### config.mk
export PLATFORM = sky130hd
export DESIGN_NAME = ex_wb_stage
export DESIGN_NICKNAME = d
export VERILOG_FILES = /design/src/rtl/cpu8_pkg.sv /design/src/rtl/alu8.sv /design/src/rtl/ex_wb_stage.sv
export SDC_FILE = /design/constraint.sdc
export NUM_CORES = 1
export LEC_CHECK = 0
export ABC_AREA = 1
export BUFFER_PORTS_ARGS = -buffer_cell sky130_fd_sc_hd__buf_2
export CAP_MARGIN = 30
export CORE_MARGIN = 4
export CORE_UTILIZATION = 50
export CTS_CLUSTER_DIAMETER = 120
export DETAILED_ROUTE_END_ITERATION = 16
export GPL_ROUTABILITY_DRIVEN = 1
export PLACE_DENSITY = 0.81
export SLEW_MARGIN = 25
export SYNTH_ARGS = -nofsm -noshare
export SYNTH_HDL_FRONTEND = slang
export SYNTH_HIERARCHICAL = 1
export SYNTH_SLANG_ARGS = --single-unit
export TNS_END_PERCENT = 100
### constraint.sdc
create_clock -name clk -period 6.3 [get_ports clk]
set_input_delay 0.63 -clock clk [delete_from_list [all_inputs] [get_ports clk]]
set_output_delay 0.63 -clock clk [all_outputs]
set_load 0.01 [all_outputs]
### src/rtl/cpu8_pkg.sv
// Shared definitions for the 8-bit pipelined CPU: widths and ALU opcodes.
package cpu8_pkg;

  localparam int unsigned DATA_W = 8;
  localparam int unsigned REG_W  = 3;

  typedef enum logic [3:0] {
    ALU_ADD   = 4'd0,
    ALU_SUB   = 4'd1,
    ALU_AND   = 4'd2,
    ALU_OR    = 4'd3,
    ALU_XOR   = 4'd4,
    ALU_NOT   = 4'd5,
    ALU_SHL   = 4'd6,
    ALU_SHR   = 4'd7,
    ALU_PASSB = 4'd8
  } alu_op_e;

endpackage

### src/rtl/alu8.sv
// Combinational 8-bit ALU; the 9th bit of the internal result is the carry/borrow.
module alu8
  import cpu8_pkg::*;
(
  input  logic [DATA_W-1:0] a,
  input  logic [DATA_W-1:0] b,
  input  logic [3:0]        op,
  output logic [DATA_W-1:0] y,
  output logic              c
);

  logic [DATA_W:0] w_res;

  // Opcode decode; unused opcodes give zero result and zero carry
  always_comb begin
    w_res = '0;
    case (op)
      ALU_ADD:   w_res = {1'b0, a} + {1'b0, b};
      ALU_SUB:   w_res = {1'b0, a} - {1'b0, b};
      ALU_AND:   w_res = {1'b0, a & b};
      ALU_OR:    w_res = {1'b0, a | b};
      ALU_XOR:   w_res = {1'b0, a ^ b};
      ALU_NOT:   w_res = {1'b0, ~a};
      ALU_SHL:   w_res = {a, 1'b0};
      ALU_SHR:   w_res = {a[0], 1'b0, a[DATA_W-1:1]};
      ALU_PASSB: w_res = {1'b0, b};
      default:   w_res = '0;
    endcase
  end

  assign y = w_res[DATA_W-1:0];
  assign c = w_res[DATA_W];

endmodule

### src/rtl/ex_wb_stage.sv
// EX/WB stage: operand bypass, ALU/immediate select, WB register bank,
// status flags and retired-instruction counter.
module ex_wb_stage
  import cpu8_pkg::*;
#(
  parameter int unsigned CNT_W = 16
) (
  input  logic              clk,
  input  logic              rst,
  input  logic              EX_valid,
  input  logic [3:0]        EX_ALUop,
  input  logic              EX_regwrite,
  input  logic              EX_ImmLoad,
  input  logic [DATA_W-1:0] EX_regdata1,
  input  logic [DATA_W-1:0] EX_regdata2,
  input  logic [REG_W-1:0]  EX_rs1,
  input  logic [REG_W-1:0]  EX_rs2,
  input  logic [REG_W-1:0]  EX_writereg,
  input  logic [DATA_W-1:0] EX_ImmData,
  input  logic [DATA_W-1:0] EX_instr,
  input  logic              hold,
  input  logic              flush,
  output logic              WB_valid,
  output logic              WB_regwrite,
  output logic [REG_W-1:0]  WB_writereg,
  output logic [DATA_W-1:0] WB_result,
  output logic [DATA_W-1:0] WB_instr,
  output logic              flag_z,
  output logic              flag_c,
  output logic [CNT_W-1:0]  retired,
  output logic              ex_stall
);

  logic              r_valid;
  logic              r_regwrite;
  logic [REG_W-1:0]  r_writereg;
  logic [DATA_W-1:0] r_result;
  logic [DATA_W-1:0] r_instr;
  logic              r_z;
  logic              r_c;
  logic [CNT_W-1:0]  r_retired;

  logic              w_wb_we;
  logic [DATA_W-1:0] w_opa;
  logic [DATA_W-1:0] w_opb;
  logic [DATA_W-1:0] w_alu_y;
  logic              w_alu_c;
  logic [DATA_W-1:0] w_res;
  logic              w_cy;

  assign w_wb_we = r_valid & r_regwrite;

  // Same-cycle bypass of the WB write into both EX operands
  always_comb begin
    w_opa = EX_regdata1;
    w_opb = EX_regdata2;
    if (w_wb_we && (r_writereg == EX_rs1)) w_opa = r_result;
    if (w_wb_we && (r_writereg == EX_rs2)) w_opb = r_result;
  end

  alu8 u_alu (
    .a  (w_opa),
    .b  (w_opb),
    .op (EX_ALUop),
    .y  (w_alu_y),
    .c  (w_alu_c)
  );

  // Immediate load overrides the ALU result and clears carry
  always_comb begin
    w_res = w_alu_y;
    w_cy  = w_alu_c;
    if (EX_ImmLoad) begin
      w_res = EX_ImmData;
      w_cy  = 1'b0;
    end
  end

  // WB register bank: reset > flush > hold > advance
  always_ff @(posedge clk) begin
    if (!rst) begin
      r_valid    <= 1'b0;
      r_regwrite <= 1'b0;
      r_writereg <= '0;
      r_result   <= '0;
      r_instr    <= '0;
      r_z        <= 1'b0;
      r_c        <= 1'b0;
      r_retired  <= '0;
    end else if (flush) begin
      r_valid    <= 1'b0;
      r_regwrite <= 1'b0;
    end else if (!hold) begin
      r_valid    <= EX_valid;
      r_regwrite <= EX_regwrite;
      r_writereg <= EX_writereg;
      r_result   <= w_res;
      r_instr    <= EX_instr;
      if (EX_valid) begin
        r_retired <= r_retired + CNT_W'(1);
        r_z       <= (w_res == '0);
        r_c       <= w_cy;
      end
    end
  end

  assign WB_valid    = r_valid;
  assign WB_regwrite = w_wb_we;
  assign WB_writereg = r_writereg;
  assign WB_result   = r_result;
  assign WB_instr    = r_instr;
  assign flag_z      = r_z;
  assign flag_c      = r_c;
  assign retired     = r_retired;
  assign ex_stall    = hold;

endmodule
==> run metrics, run 1 <==
outcome completed; Max FO, Critical Path 16; Placer Congestion 1.07; non-filler cells, final 732; total power 624 uW; layout cell share with drive strength beyond 1 19.9%; CP Class primary input to flip-flop; #FFs+latches synth 39; multi-input logic area 0.00229 mm^2; HPWL after DPL 8.53 mm; Slew @ Worst Pin 631 ps; Resized Gates After CTS 0; Die Y 91.3 um; Post-DRT Antenna Nets 0; DR WL/cell 14.6 um; Site Rows 30; setup ws final 2350 ps; sequential share of the synthesized area 22.5%; RSZ-0062 raised after global routing false; Leakage 2.21 nW; total placed cells including tap cells 724; dpl cell area 0.00396 mm^2; # DRC 0; pre-CTS setup slack 2110 ps; largest net degree at the start of global routing 34; Post-Syn Area 0.00347 mm^2; I/O pins 92; Max Slew Vio Count 0; CTS Buf Count 5; Synth Warn # 6; Finished Cell Area 0.00405 mm^2; fmax 253 MHz; clk slew on worst S/H paths 90 ps; ys flop type dfxtp_1; core area 0.00676 mm^2; average size of a mapped cell 6.15 um^2; hold buffers post-CTS 0; number of diodes 0; min-delay worst type flip-flop to flip-flop; die footprint 0.00834 mm^2; CP Capture Type flip-flop; Clock Skew 12.4 ps; worst-case clock buffer depth 2; Req. time, crit path 6530 ps; Post-Synthesis Cells 565; First-pass DRT Iterations 5; Max-cap violations 0; GR Overflow Total 0; vias in the first global route 3779; CTS tree done; Total Routed Length 10.7 mm; critical path data arrival time 4180 ps; Clk Latency, worst-skew pair 290 ps; initial antenna violation count 0; setup violators final 0; Final Critical Period 3950 ps; Tcrit/Tclk final 62.7%; Reg area 781 um^2; Starting Density 51.4%; final hold violations 0; Setup Buffers After CTS 0; port bufs 91; Async SR Flop Fraction 0%; root buffer cell clkbuf_8; H-tree depth 2; detailed-route via count 4014; fill count 666; EDFF count, synth 0; first-pass GRT wire length 17.6 mm; crit path launch type primary input; width of the die 91.3 um; Peak VDD IR 0.173 mV; Syn Nets 644; Final Util 59.9%; Netlist cell types 33; Relative slew margins 57.9%; Setup TNS 0 ps; Hold WS 476 ps; total track usage 25.7%; area grow syn2layout 16.5%; clk sinks 39; DR vias/cell 5.48; fin nets 730; starting DRC count in detailed routing 401; pwr dens 154 mW/mm^2
cells by family (layout without fill, tap and decap cells):
group                      count (synthesis)  after routing  share of synthesized area, %
and+or+nand+nor                          297            297                          39.4
buffers and inverters                    100            187                          11.5
AOI/OAI and AO/OA                         90             90                          13.6
DFF                                       39             39                          22.5
adders and majority gates                 27             27                          9.94
xor gates and xnor gates                  12             12                          3.03
registers in the layout, summed over array words and instances, names as in the netlist:
name,count
flag_z,1
WB_result,8
flag_c,1
WB_instr,8
WB_valid,1
retired,16
WB_writereg,3
r_regwrite,1
per-layer routing:
layer  vias up  GRT usage, %  wire length (um)
li1       1978             -                 -
met1      1793          34.6              4600
met2       216          40.2              4750
met3        27          5.97              1040
met4         0          9.17               303
met5         -             0                 0
critical path, stage by stage:
cell	delay, ps
buf_2	110
xnor2_1	150
nand4_1	520
o21ai_1	460
inv_1	150
ha_1	260
nor2_1	180
xor2_1	170
ha_1	320
or2_2	330
nand3_1	80
nand2_1	50
nor2_1	80
nand2_1	60
inv_1	60
nand2_1	50
nand2_1	140
nand2_1	70
nor2_1	110
nand3_1	70
a21oi_1	120
final cells by class:
class / count / area share (%)
well taps: 80 / 2.47
flip-flops and latches: 39 / 19.3
multi-input cells: 426 / 56.6
repair buffers: 91 / 11.3
clock inverters: 2 / 0.309
inverters: 88 / 8.23
clock buffers: 6 / 1.79
placed cells by master (no fill, tap or decap), types with 2 or more instances in the layout:
master	instances
nand2_1	136
dfxtp_1	39
o21ai_1	23
o21ai_0	33
a21oi_1	23
o22ai_1	7
nand3b_1	4
nor2_1	72
nand2_2	3
nand2_4	4
inv_2	9
xor2_1	6
ha_1	26
nor2_4	2
nand3_1	44
buf_2	91
nor3_1	6
clkbuf_8	5
nor2_8	4
nor2_2	4
nand4_1	14
or2_2	3
xnor2_1	6
inv_1	78
path summary, 6_finish.rpt:
| check | endpoint | start | cells past startpoint | slack [ps] |
|---|---|---|---|---|
| min | flag_z | flag_z | 2 | 480 |
| min reg2reg | flag_z | flag_z | 2 | 480 |
| max reg2reg | flag_z | WB_writereg[2] | 20 | 2390 |
| max | flag_z | EX_rs2[2] | 21 | 2350 |
report_power, final:
part,internal [mW],total (mW),switching [mW]
sequential,0.256,0.263,0.00743
combinational,0.0700,0.192,0.122
clock,0.0775,0.169,0.0912
synthesized netlist by cell type, types with 6 or more instances:
cell type  count  share of area (%)
inv_1         78                8.4
nor2_1        72                7.8
xnor2_1        6                1.5
buf_2          6               0.86
nand4_1       14                2.5
nor3_1         6               0.86
a21oi_1       23                3.3
dfxtp_1       39                 22
inv_2          9               0.97
nand2_1      136                 15
xor2_1         6                1.5
nand3_1       44                6.3
o22ai_1        7                1.3
o21ai_1       23                3.3
o21ai_0       33                4.8
ha_1          26                9.4
Power figures use the tool's default switching activity.
==> inputs of run 2 (changes only) <==
--- a/config.mk
+++ b/config.mk
@@ -9,11 +9,11 @@
 export BUFFER_PORTS_ARGS = -buffer_cell sky130_fd_sc_hd__buf_2
 export CAP_MARGIN = 30
 export CORE_MARGIN = 4
-export CORE_UTILIZATION = 50
+export CORE_UTILIZATION = 49
 export CTS_CLUSTER_DIAMETER = 120
 export DETAILED_ROUTE_END_ITERATION = 16
 export GPL_ROUTABILITY_DRIVEN = 1
-export PLACE_DENSITY = 0.81
+export PLACE_DENSITY = 0.83
 export SLEW_MARGIN = 25
 export SYNTH_ARGS = -nofsm -noshare
 export SYNTH_HDL_FRONTEND = slang
==> constraint.sdc (replaced) <==
create_clock -name clk -period 3.3 [get_ports clk]
set_input_delay 0.33 -clock clk [delete_from_list [all_inputs] [get_ports clk]]
set_output_delay 0.33 -clock clk [all_outputs]
set_load 0.01 [all_outputs]
==> run 2 against run 1 <==
- wire length grew 0.80%
- largest power group unchanged
- cell area up 7.4%
- global-route usage fell by 1.2 points
==> run metrics, run 2 (synthesis gave the netlist of run 1 again) <==
outcome completed; Site Rows 30; most frequent cells in the layout nand2_1, buf_2, inv_1; Clk Latency, worst-skew pair 290 ps; CTS tree done; Final Critical Period 3110 ps; Peak VDD IR 0.238 mV; Post-DRT Antenna Nets 0; CP Capture Type flip-flop; clk slew on worst S/H paths 80 ps; Die Y 92.2 um; Psw 433 uW; commonest non-fill, non-tap cell in the layout nand2_1; Hold Crit Start EX_instr[7]; WHS Path Cells 3; Clock Skew 4.20 ps; worst path bufs/invs 2; min-delay worst type primary input to flip-flop; First-pass DRT Iterations 5; pwr dens 283 mW/mm^2; RSZ-0062 raised after global routing true; initial antenna violation count 0; largest net degree at the start of global routing 34; Slew @ Worst Pin 751 ps; Placer Congestion 1.00; FF-to-FF End flag_z; Starting Density 50.8%; number of diodes 0; layout cell share with drive strength beyond 1 26.5%; worst-case clock buffer depth 2; CP Launch Point WB_writereg[1]; width of the die 92.2 um; DR vias/cell 5.27; die footprint 0.00850 mm^2; clk sinks 39; CTS Buf Count 5; area grow syn2layout 25.1%; total track usage 24.6%; CP Class flip-flop to flip-flop; I/O pins 92; RR Startpoint WB_writereg[1]; Max-cap violations 0; root buffer cell clkbuf_8; Clk pwr share 25.5%; hold endpoint WB_instr[7]; Total Routed Length 10.8 mm; port bufs 91; R2R cell count 13; final hold violations 0; critical path data arrival time 3340 ps; fmax 321 MHz; CP peak stage delay 590 ps; Relative slew margins 49.6%; crit path launch type flip-flop; Leakage 2.31 nW; CP max stage cell o21ai_1; core area 0.00683 mm^2; total power 1.23 mW; Req. time, crit path 3520 ps; Tcrit/Tclk final 94.4%; Int Power 796 uW; Seq pwr share 40.9%; GR Overflow Total 0; detailed-route via count 4029; hold buffers post-CTS 0; Max Slew Vio Count 0; H-tree depth 2; CP Cell Sequence xnor2_1, nand4_1, buf_6, o21ai_1, inv_1, ha_1, nand2_1, nand3_1, nor3_1, nand2_1, a21oi_1, nand3_1, a21oi_1; setup violators final 0; Largest register FFs 16; first-pass GRT wire length 17.1 mm; Switching Fraction 35.2%; Setup TNS 0 ps; Max FO, Critical Path 11; HPWL after DPL 8.54 mm; vias in the first global route 3740; fin nets 746; Gate power share 33.5%; R2R Setup Slk 190 ps; kind of cell adding the most delay to the critical path compound AO/OA/AOI/OAI gates; starting DRC count in detailed routing 267; # DRC 0; DR WL/cell 14.1 um
[run 2: worst min-delay path: stages]
cell,delay (ps)
buf_2,80
nor2_1,40
nor2_1,80
[run 2: layer usage]
metal | vias to the layer above | part of all wire, % | GRT usage (%)
met5 | - | 0 | 0
met4 | 0 | 3.4 | 11.0
met3 | 30 | 7.6 | 4.43
met2 | 184 | 45 | 39.3
met1 | 1797 | 44 | 32.2
li1 | 2018 | - | -
[run 2: worst max-delay path by stage]
stage             end  slack, ps  cells after the start
2_1_floorplan  flag_z        160                     22
3_3_place_gp   flag_z        130                     22
3_5_place_dp   flag_z         90                     25
4_1_cts        flag_z        120                     24
5_1_grt        flag_z        -60                     25
6_report       flag_z        190                     13
[run 2: what timing repair did]
item,in CTS,in global routing
gates resized for setup,0,44
setup buffers,0,4
setup endpoints to repair,0,5
[run 2: power groups by stage]
stage          Sequential, mW  Combinational (mW)  Clock (mW)
5_1_grt                 0.505               0.458       0.346
4_1_cts                 0.502               0.375       0.322
3_5_place_dp            0.513               0.372           0
2_1_floorplan           0.519               0.237           0
3_3_place_gp            0.512               0.364           0
6_report                0.503               0.412       0.314
[run 2: cell type report]
cell class                      count  area, um^2
Clock buffer                        6        72.6
Inverter                           88         333
Fill cell                         670        2490
Tap cell                           96         120
Timing Repair Buffer              107         583
Sequential cell                    39         793
Multi-Input combinational cell    426        2430
Clock inverter                      2        12.5
[run 2: stage by stage]
step / setup slack [ps] / hold slack [ps] / cells / area [um^2] / util [%]
after floorplan: 162 / 432 / 565 / 3470 / -
after global placement: 125 / 442 / 751 / 4060 / 59.5
after detailed placement: 88.7 / 463 / 751 / 4060 / 59.5
after CTS: 117 / 261 / 759 / 4150 / 60.7
after global routing: -63.0 / 273 / 764 / 4350 / 63.6
final: 186 / 268 / 764 / 4350 / 63.6
==> inputs of run 3 (changes only) <==
--- a/config.mk
+++ b/config.mk
@@ -8,12 +8,15 @@
 export ABC_AREA = 1
 export BUFFER_PORTS_ARGS = -buffer_cell sky130_fd_sc_hd__buf_2
 export CAP_MARGIN = 30
+export CELL_PAD_IN_SITES_DETAIL_PLACEMENT = 0
+export CELL_PAD_IN_SITES_GLOBAL_PLACEMENT = 1
 export CORE_MARGIN = 4
-export CORE_UTILIZATION = 49
+export CORE_UTILIZATION = 33
 export CTS_CLUSTER_DIAMETER = 120
 export DETAILED_ROUTE_END_ITERATION = 16
 export GPL_ROUTABILITY_DRIVEN = 1
-export PLACE_DENSITY = 0.83
+export PLACE_DENSITY = 0.82
+export SETUP_SLACK_MARGIN = 0.5
 export SLEW_MARGIN = 25
 export SYNTH_ARGS = -nofsm -noshare
 export SYNTH_HDL_FRONTEND = slang
==> run 3 against run 2 <==
- critical path depth up 10
- total power grew 2.9%
- register-to-register slack improved by 60 ps
- via count down 0.17%
- largest power group unchanged
- critical endpoint unchanged
- setup slack better by 56 ps
- flip-flop and latch count stayed put
==> run metrics, run 3 (synthesis gave the netlist of run 1 again) <==
outcome completed; initial antenna violation count 0; layout cell share with drive strength beyond 1 32.2%; Post-DRT Antenna Nets 0; Starting Density 33.8%; GR Overflow Total 0; Req. time, crit path 3520 ps; clk slew on worst S/H paths 80 ps; CTS tree done; port bufs 91; Slew @ Worst Pin 639 ps; crit path launch type flip-flop; Site Rows 37; DR vias/cell 4.92; starting DRC count in detailed routing 255; Clock Skew 6.47 ps; largest net degree at the start of global routing 34; Final Critical Period 3060 ps; Clk Latency, worst-skew pair 290 ps; area grow syn2layout 32.7%; width of the die 111 um; R2R cell count 23; Relative slew margins 57.3%; Max Slew Vio Count 0; First-pass DRT Iterations 4; # DRC 0; H-tree depth 2; most frequent cells in the layout nand2_1, buf_2, inv_1; Clk pwr share 24.9%; detailed-route via count 4022; RSZ-0062 raised after global routing true; HPWL after DPL 9.07 mm; Max-cap violations 0; CTS Buf Count 5; core area 0.0103 mm^2; total placed cells including tap cells 789; Die Y 111 um; total track usage 18.1%; Placer Congestion 0.879; min-delay worst type primary input to flip-flop; critical path data arrival time 3280 ps; Switching Fraction 35.3%; fin nets 759; first-pass GRT wire length 18.7 mm; Seq pwr share 39.8%; non-filler cells, final 817; Largest register FFs 16; Peak VDD IR 0.234 mV; Total Routed Length 11.5 mm; Tcrit/Tclk final 92.7%; number of diodes 0; Hold WS 261 ps; Psw 446 uW; Hold Crit Start EX_instr[1]; commonest non-fill, non-tap cell in the layout nand2_1; I/O pins 92; worst-case clock buffer depth 2; CP Class flip-flop to flip-flop; CP Capture Type flip-flop; CP Launch Point WB_writereg[0]; Leakage 2.38 nW; Max FO, Critical Path 5; root buffer cell clkbuf_8; setup violators final 0; total power 1.27 mW; DR WL/cell 14.1 um; fmax 327 MHz; RR Startpoint WB_writereg[0]; pwr dens 274 mW/mm^2; Gate power share 35.3%; vias in the first global route 3844; die footprint 0.0122 mm^2; Int Power 819 uW; R2R Setup Slk 240 ps; final hold violations 0; Setup crit end flag_z; FF-to-FF End flag_z; clk sinks 39
[run 3: changes by cell type in the layout (fill, tap and decap cells not counted), moves of 4 or more]
cell / delta
inv_1: -4
nand2_2: +8
inv_2: +4
nand2_1: -9
o21ai_1: -4
buf_4: +12
[run 3: per-stage QoR]
stage	worst slack, ps	utilization [%]	cell area, um^2	TNS [ps]
2_1_floorplan	396	-	3540	0
3_3_place_gp	146	40.5	4160	0
3_5_place_dp	83.1	40.5	4160	0
4_1_cts	320	43.1	4430	0
5_1_grt	-71.6	44.9	4610	-71.6
6_report	242	44.9	4610	0
[run 3: power by group through the flow]
stage / sequential, mW / clock (mW) / combinational, mW
6_report: 0.504 / 0.314 / 0.447
5_1_grt: 0.506 / 0.342 / 0.502
4_1_cts: 0.504 / 0.325 / 0.407
3_5_place_dp: 0.514 / 0 / 0.379
3_3_place_gp: 0.514 / 0 / 0.378
2_1_floorplan: 0.518 / 0 / 0.245
[run 3: final cells by class]
cell class                 count  area, um^2
multi-input combinational    426        2540
timing repair buffer         120         684
inverter                      88         333
sequential                    39         795
tap                          136         170
clock buffer                   6        72.6
fill                        1091        5670
clock inverter                 2        12.5
[run 3: worst max-delay path, cell delays in order (launching register included)]
cell and delay [ps]:
dfxtp_4 370, xnor2_2 160, nand4_1 170, buf_6 190, o21ai_4 140, inv_2 80
ha_4 180, nand2_2 80, nand2_2 60, xor2_1 140, ha_1 330, nand2_1 90
nand2_2 60, a21oi_2 150, nand3b_1 90, nand3_1 70, nand2_1 50, inv_1 60
nand2_1 60, nand2_2 90, nand2_1 50, nor2_1 100, nand3_1 90, a21oi_2 110
[run 3: worst min path at each step]
stage,cells past startpoint,slack (ps),end
2_1_floorplan,2,430,r_regwrite
3_3_place_gp,2,440,r_regwrite
3_5_place_dp,2,450,r_regwrite
4_1_cts,3,250,WB_instr[1]
5_1_grt,3,260,WB_instr[5]
6_report,3,260,WB_instr[1]
[run 3: timing repair]
item,CTS,global route
setup buffers,13,7
pin swaps,13,21
hold buffers,0,0
endpoints found under the hold margin,0,0
cloned,0,0
gates resized for setup,25,31
setup endpoints to repair,8,9
[run 3: per-layer routing]
metal  vias up  track usage, %  part of all wire (%)
li1       2044               -                     -
met2       140            28.5                    44
met5         -               0                     0
met4         0            4.60                   2.8
met3        28            4.93                   7.0
met1      1810            24.3                    47
